File: config.mk
export PLATFORM = sky130hd
export DESIGN_NAME = alu_exec_unit
export DESIGN_NICKNAME = d
export VERILOG_FILES = /design/src/rtl/alu_exec_unit.sv
export SDC_FILE = /design/constraint.sdc
export NUM_CORES = 1
export LEC_CHECK = 0
export CAP_MARGIN = 10
export CORE_ASPECT_RATIO = 0.9
export CORE_MARGIN = 2
export CORE_UTILIZATION = 30
export CTS_CLUSTER_SIZE = 10
export DETAILED_ROUTE_END_ITERATION = 10
export GPL_TIMING_DRIVEN = 0
export SLEW_MARGIN = 15
export SYNTH_ARGS = -nofsm -noshare
export SYNTH_HDL_FRONTEND = slang
export SYNTH_SLANG_ARGS = --single-unit
File: constraint.sdc
create_clock -name clk -period 3.92 [get_ports clk]
set_input_delay 0.784 -clock clk [delete_from_list [all_inputs] [get_ports clk]]
set_output_delay 0.784 -clock clk [all_outputs]
set_load 0.05 [all_outputs]
File: src/rtl/alu_exec_unit.sv
// Execute-stage ALU: single-cycle logic/shift/add ops plus an iterative
// shift-add multiplier that stalls the requester through in_ready.
module alu_exec_unit #(
  parameter int WIDTH = 32,
  parameter int SHW   = $clog2(WIDTH)
) (
  input  logic             clk,
  input  logic             rst_n,
  input  logic             in_valid,
  output logic             in_ready,
  input  logic [3:0]       ALU_ctrl,
  input  logic [WIDTH-1:0] a,
  input  logic [WIDTH-1:0] b,
  input  logic             flush,
  output logic             out_valid,
  output logic [WIDTH-1:0] result,
  output logic             zero,
  output logic             busy
);

  localparam logic [0:0] ST_IDLE = 1'b0;
  localparam logic [0:0] ST_MUL  = 1'b1;

  localparam logic [3:0] OP_AND = 4'b0000;
  localparam logic [3:0] OP_OR  = 4'b0001;
  localparam logic [3:0] OP_ADD = 4'b0010;
  localparam logic [3:0] OP_MUL = 4'b0011;
  localparam logic [3:0] OP_SLL = 4'b0100;
  localparam logic [3:0] OP_SRL = 4'b0101;
  localparam logic [3:0] OP_SUB = 4'b0110;
  localparam logic [3:0] OP_XOR = 4'b0111;

  localparam int             CW       = SHW + 1;
  localparam logic [CW-1:0]  CNT_FULL = CW'(WIDTH);
  localparam logic [CW-1:0]  CNT_ONE  = {{(CW-1){1'b0}}, 1'b1};

  logic [0:0]       r_state;
  logic [WIDTH-1:0] r_result;
  logic             r_zero;
  logic             r_out_valid;
  logic [WIDTH-1:0] r_acc;
  logic [WIDTH-1:0] r_mcand;
  logic [WIDTH-1:0] r_mplier;
  logic [CW-1:0]    r_cnt;

  logic [WIDTH-1:0] w_alu_res;
  logic [WIDTH-1:0] w_acc_next;
  logic             w_idle;
  logic             w_last;

  assign w_idle    = (r_state == ST_IDLE);
  assign w_last    = (r_cnt == CNT_ONE);
  assign in_ready  = w_idle;
  assign busy      = ~w_idle;
  assign out_valid = r_out_valid;
  assign result    = r_result;
  assign zero      = r_zero;

  // Single-cycle datapath; MUL and unused codes produce zero here.
  always_comb begin
    w_alu_res = {WIDTH{1'b0}};
    case (ALU_ctrl)
      OP_ADD:  w_alu_res = a + b;
      OP_SUB:  w_alu_res = a - b;
      OP_AND:  w_alu_res = a & b;
      OP_OR:   w_alu_res = a | b;
      OP_XOR:  w_alu_res = a ^ b;
      OP_SLL:  w_alu_res = a << b[SHW-1:0];
      OP_SRL:  w_alu_res = a >> b[SHW-1:0];
      default: w_alu_res = {WIDTH{1'b0}};
    endcase
  end

  // One shift-add step of the multiplier.
  always_comb begin
    w_acc_next = r_acc;
    if (r_mplier[0]) begin
      w_acc_next = r_acc + r_mcand;
    end else begin
      w_acc_next = r_acc;
    end
  end

  // Control FSM, result registers and multiplier datapath.
  always_ff @(posedge clk or negedge rst_n) begin
    if (!rst_n) begin
      r_state     <= ST_IDLE;
      r_result    <= {WIDTH{1'b0}};
      r_zero      <= 1'b0;
      r_out_valid <= 1'b0;
      r_acc       <= {WIDTH{1'b0}};
      r_mcand     <= {WIDTH{1'b0}};
      r_mplier    <= {WIDTH{1'b0}};
      r_cnt       <= {CW{1'b0}};
    end else begin
      r_out_valid <= 1'b0;
      if (flush) begin
        // Kill wins over accept and over a same-edge MUL completion.
        r_state <= ST_IDLE;
      end else if (r_state == ST_IDLE) begin
        if (in_valid) begin
          if (ALU_ctrl == OP_MUL) begin
            r_acc    <= {WIDTH{1'b0}};
            r_mcand  <= a;
            r_mplier <= b;
            r_cnt    <= CNT_FULL;
            r_state  <= ST_MUL;
          end else begin
            r_result    <= w_alu_res;
            r_zero      <= (w_alu_res == {WIDTH{1'b0}});
            r_out_valid <= 1'b1;
          end
        end
      end else begin
        r_acc    <= w_acc_next;
        r_mcand  <= r_mcand << 1;
        r_mplier <= r_mplier >> 1;
        r_cnt    <= r_cnt - CNT_ONE;
        if (w_last) begin
          r_result    <= w_acc_next;
          r_zero      <= (w_acc_next == {WIDTH{1'b0}});
          r_out_valid <= 1'b1;
          r_state     <= ST_IDLE;
        end
      end
    end
  end

endmodule

==> impl_metrics.yaml <==
cells_and_area:
  area_delta_synth_final_pct: 30.1
  fill_cells: 5635
  drive_above_1_share: 0.222
  diodes: 0
  fin_nets: 2477
  layout_commonest_cell: "nand2_1"
  layout_common_cells: "nand2_1, o21ai_0, dfrtp_1"
  finalNonFillerCells: 3042
detailed_routing:
  wirelength_um: 95200
  detail-route-antenna-nets: 0
  vias: 19276
  drc_errors: 0
  wl_per_cell_um: 31.3
  drtPass1Iterations: 7
  drt_iter0_markers: 1944
  vias_per_cell: 6.34
global_routing:
  first_global_vias: 18469
  gr-total-overflow: 0
  grt_pass1_wl_um: 135000
  antenna_found_initial: 0
  grt_max_degree: 76
  grt_util_all_layers: 0.320
clocking:
  cts_tree: "yes"
  cts_root_buf: "clkbuf_16"
  cts_buffers: 17
  cts_buffer_depth: 2
  h-tree-depth: 4
  clkTransAtPathRegs_ps: 60
  hold_buffers: 0
  clock_sink_count: 137
  clk_latency_ps: 460
sta:
  setup_slack_ps: -734
  tns_ps: -9980
  finalHoldViolations: 0
  worst_pin_slew_ps: 1210
  fin_worst_skew_ps: 9.87
  fmax_mhz: 215
  period_minus_slack_ps: 4650
  period_share: 1.19
  fin_hold_ws_ps: 244
  rsz0062_at_grt: "true"
  setup_viol: 27
  slew_violations: 0
  relSlewSlack: 0.190
setup_path:
  reg2reg_setup_slack_ps: -430
  crit_required_ps: 4310
  crit_fanout: 7
  crit_chain: "clkdlybuf4s15_2 -> nor4_4 -> nand3_2 -> or4_4 -> nor2_4 -> nand2_1 -> nand2_1 -> xnor2_1 -> ha_2 -> buf_8 -> nand4_1 -> nor3b_4 -> a311oi_4 -> buf_6 -> a221o_1 -> buf_4 -> a211o_1 -> o311ai_2 -> nor4_2 -> nand3_1 -> nand3_1"
  end_kind: "flop"
  rr_startpoint: "busy"
  worst_path_max_delay_cell: "or4_4"
  worstPathArrival_ps: 5040
  path_class: "in -> reg"
  crit_path_start_kind: "input port"
  r2r_cells: 11
  r2r-end: "zero"
  crit_path_max_incr_delay_ps: 510
status:
  violations: "negative setup slack"
  status: "complete, but fails checks"
floorplanning:
  placementRows: 82
  die_x_um: 255
  start_util: 0.304
  die_area_mm2: 0.0587
  coreArea_mm2: 0.0559
  boundaryPins: 108
  fp.dieH_um: 230
logic_synthesis:
  synthTopCellsByArea: "dfrtp_1, ha_1, mux2i_1"
  yosys.area.top_type: "dfrtp_1"
  ys_async_sr_fraction: 1.00
  synth.avg_cell_area_um2: 8.23
  syn_inst: 2068
  synth_top_area_share: 0.201
  synth_edf_count: 0
  synth-seq-cells: 137
  synth-seq-area-share: 0.201
  synth_ff_type: "dfrtp_1"
  syn_area_mm2: 0.0170
  synth.distinct_cells: 101
  ys_warn_count: 0
  synth_fp_nets: 2272
power:
  leakagePower_nw: 9.24
  p_per_area_mw_per_mm2: 340
  ir_worst_vdd_mv: 0.312
place:
  dp.cells: 2930
  dp_slack_ps: -3040
  portBuffers: 104
  gp_congestion: 1.00
  dp_hpwl_um: 74200
run:
  drv_cap: 0
worst_hold_path:
  hold_path_class: "in -> async"
flip-flops by register name, indices dropped and copies added, names as in the netlist:
name	cells
r_acc	32
zero	1
out_valid	1
r_mcand	32
r_mplier	32
busy	1
r_cnt	6
result	32
synth_stat cells (all sizes together), types with 20 or more instances:
| cell | number |
|---|---|
| nand4 | 23 |
| a211oi | 34 |
| nor2 | 117 |
| inv | 90 |
| a21o | 31 |
| ha | 130 |
| clkbuf | 127 |
| a21oi | 102 |
| nand3 | 28 |
| o211ai | 21 |
| buf | 42 |
| xnor2 | 48 |
| dfrtp | 137 |
| mux2 | 33 |
| nand2 | 250 |
| a31oi | 20 |
| mux4 | 59 |
| o21a | 21 |
| mux2i | 135 |
| o21ai | 191 |
| nor3 | 53 |
per-layer routing:
| layer | part of all wire | routed length (um) | vias to the layer above | global-route usage |
|---|---|---|---|---|
| met1 | 0.41 | 39400 | 9609 | 0.429 |
| li1 | - | - | 8179 | - |
| met5 | 0 | 0 | - | 0 |
| met4 | 0.060 | 5670 | 0 | 0.160 |
| met3 | 0.096 | 9160 | 276 | 0.0719 |
| met2 | 0.43 | 40900 | 1212 | 0.482 |
worst max-delay path, delay by kind of cell:
kind,cells,cell delay (ps)
AO/OA/AOI/OAI,4,740
XOR/XNOR,1,70
adder cells (fa/ha/maj),1,400
buffers and inverters,4,790
AND/OR/NAND/NOR,11,2250
power by group:
group | switching, mW | leakage, nW | internal, mW
Clock | 0.671 | 0.280 | 0.989
Combinational | 2.44 | 7.17 | 1.47
Sequential | 0.251 | 1.79 | 1.71
cell type report:
class,count,area [um2],share of cell area
Buffer,154,1020,0.0459
Clock buffer,23,478,0.0216
Clock inverter,9,114,0.00514
Inverter,91,374,0.0169
Multi-Input combinational cell,1671,13900,0.628
Sequential cell,137,3430,0.155
Tap cell,756,946,0.0427
Timing Repair Buffer,201,1890,0.0851
logic make-up (layout without fill, tap and decap cells):
family,count (synthesis),in the layout,share of synthesized area
flip-flops,137,137,0.201
AND/OR/NAND/NOR,630,630,0.181
multiplexers,227,227,0.181
XOR/XNOR,58,58,0.0298
adder cells (fa/ha/maj),132,132,0.0979
buffers and inverters,260,478,0.0627
AO/OA/AOI/OAI,624,624,0.247
repair_timing:
item | in CTS | in global routing
buffers inserted | 49 | 45
cloned | 0 | 1
endpoints found under the setup margin | 121 | 59
resized for setup | 262 | 166
pin swaps | 66 | 62
how the worst max path moves through the flow:
stage,start,to,slack (ps),cells after the start
2_1_floorplan,b[1],result[31],-720,23
3_3_place_gp,rst_n,result[1],-3500,1
3_5_place_dp,b[3],zero,-3040,17
4_1_cts,b[6],result[31],-790,20
5_1_grt,b[6],zero,-950,22
6_report,b[9],zero,-730,21
through the flow:
stage / power, mW / utilization / area (um2)
finish: 7.53 / 0.396 / 22200
global route: 7.87 / 0.396 / 22200
CTS: 7.27 / 0.381 / 21300
detailed placement: 5.32 / 0.346 / 19400
global placement: 5.28 / 0.345 / 19300
floorplan: 4.07 / - / 17300
No activity file was read; power rests on OpenSTA's default activity.
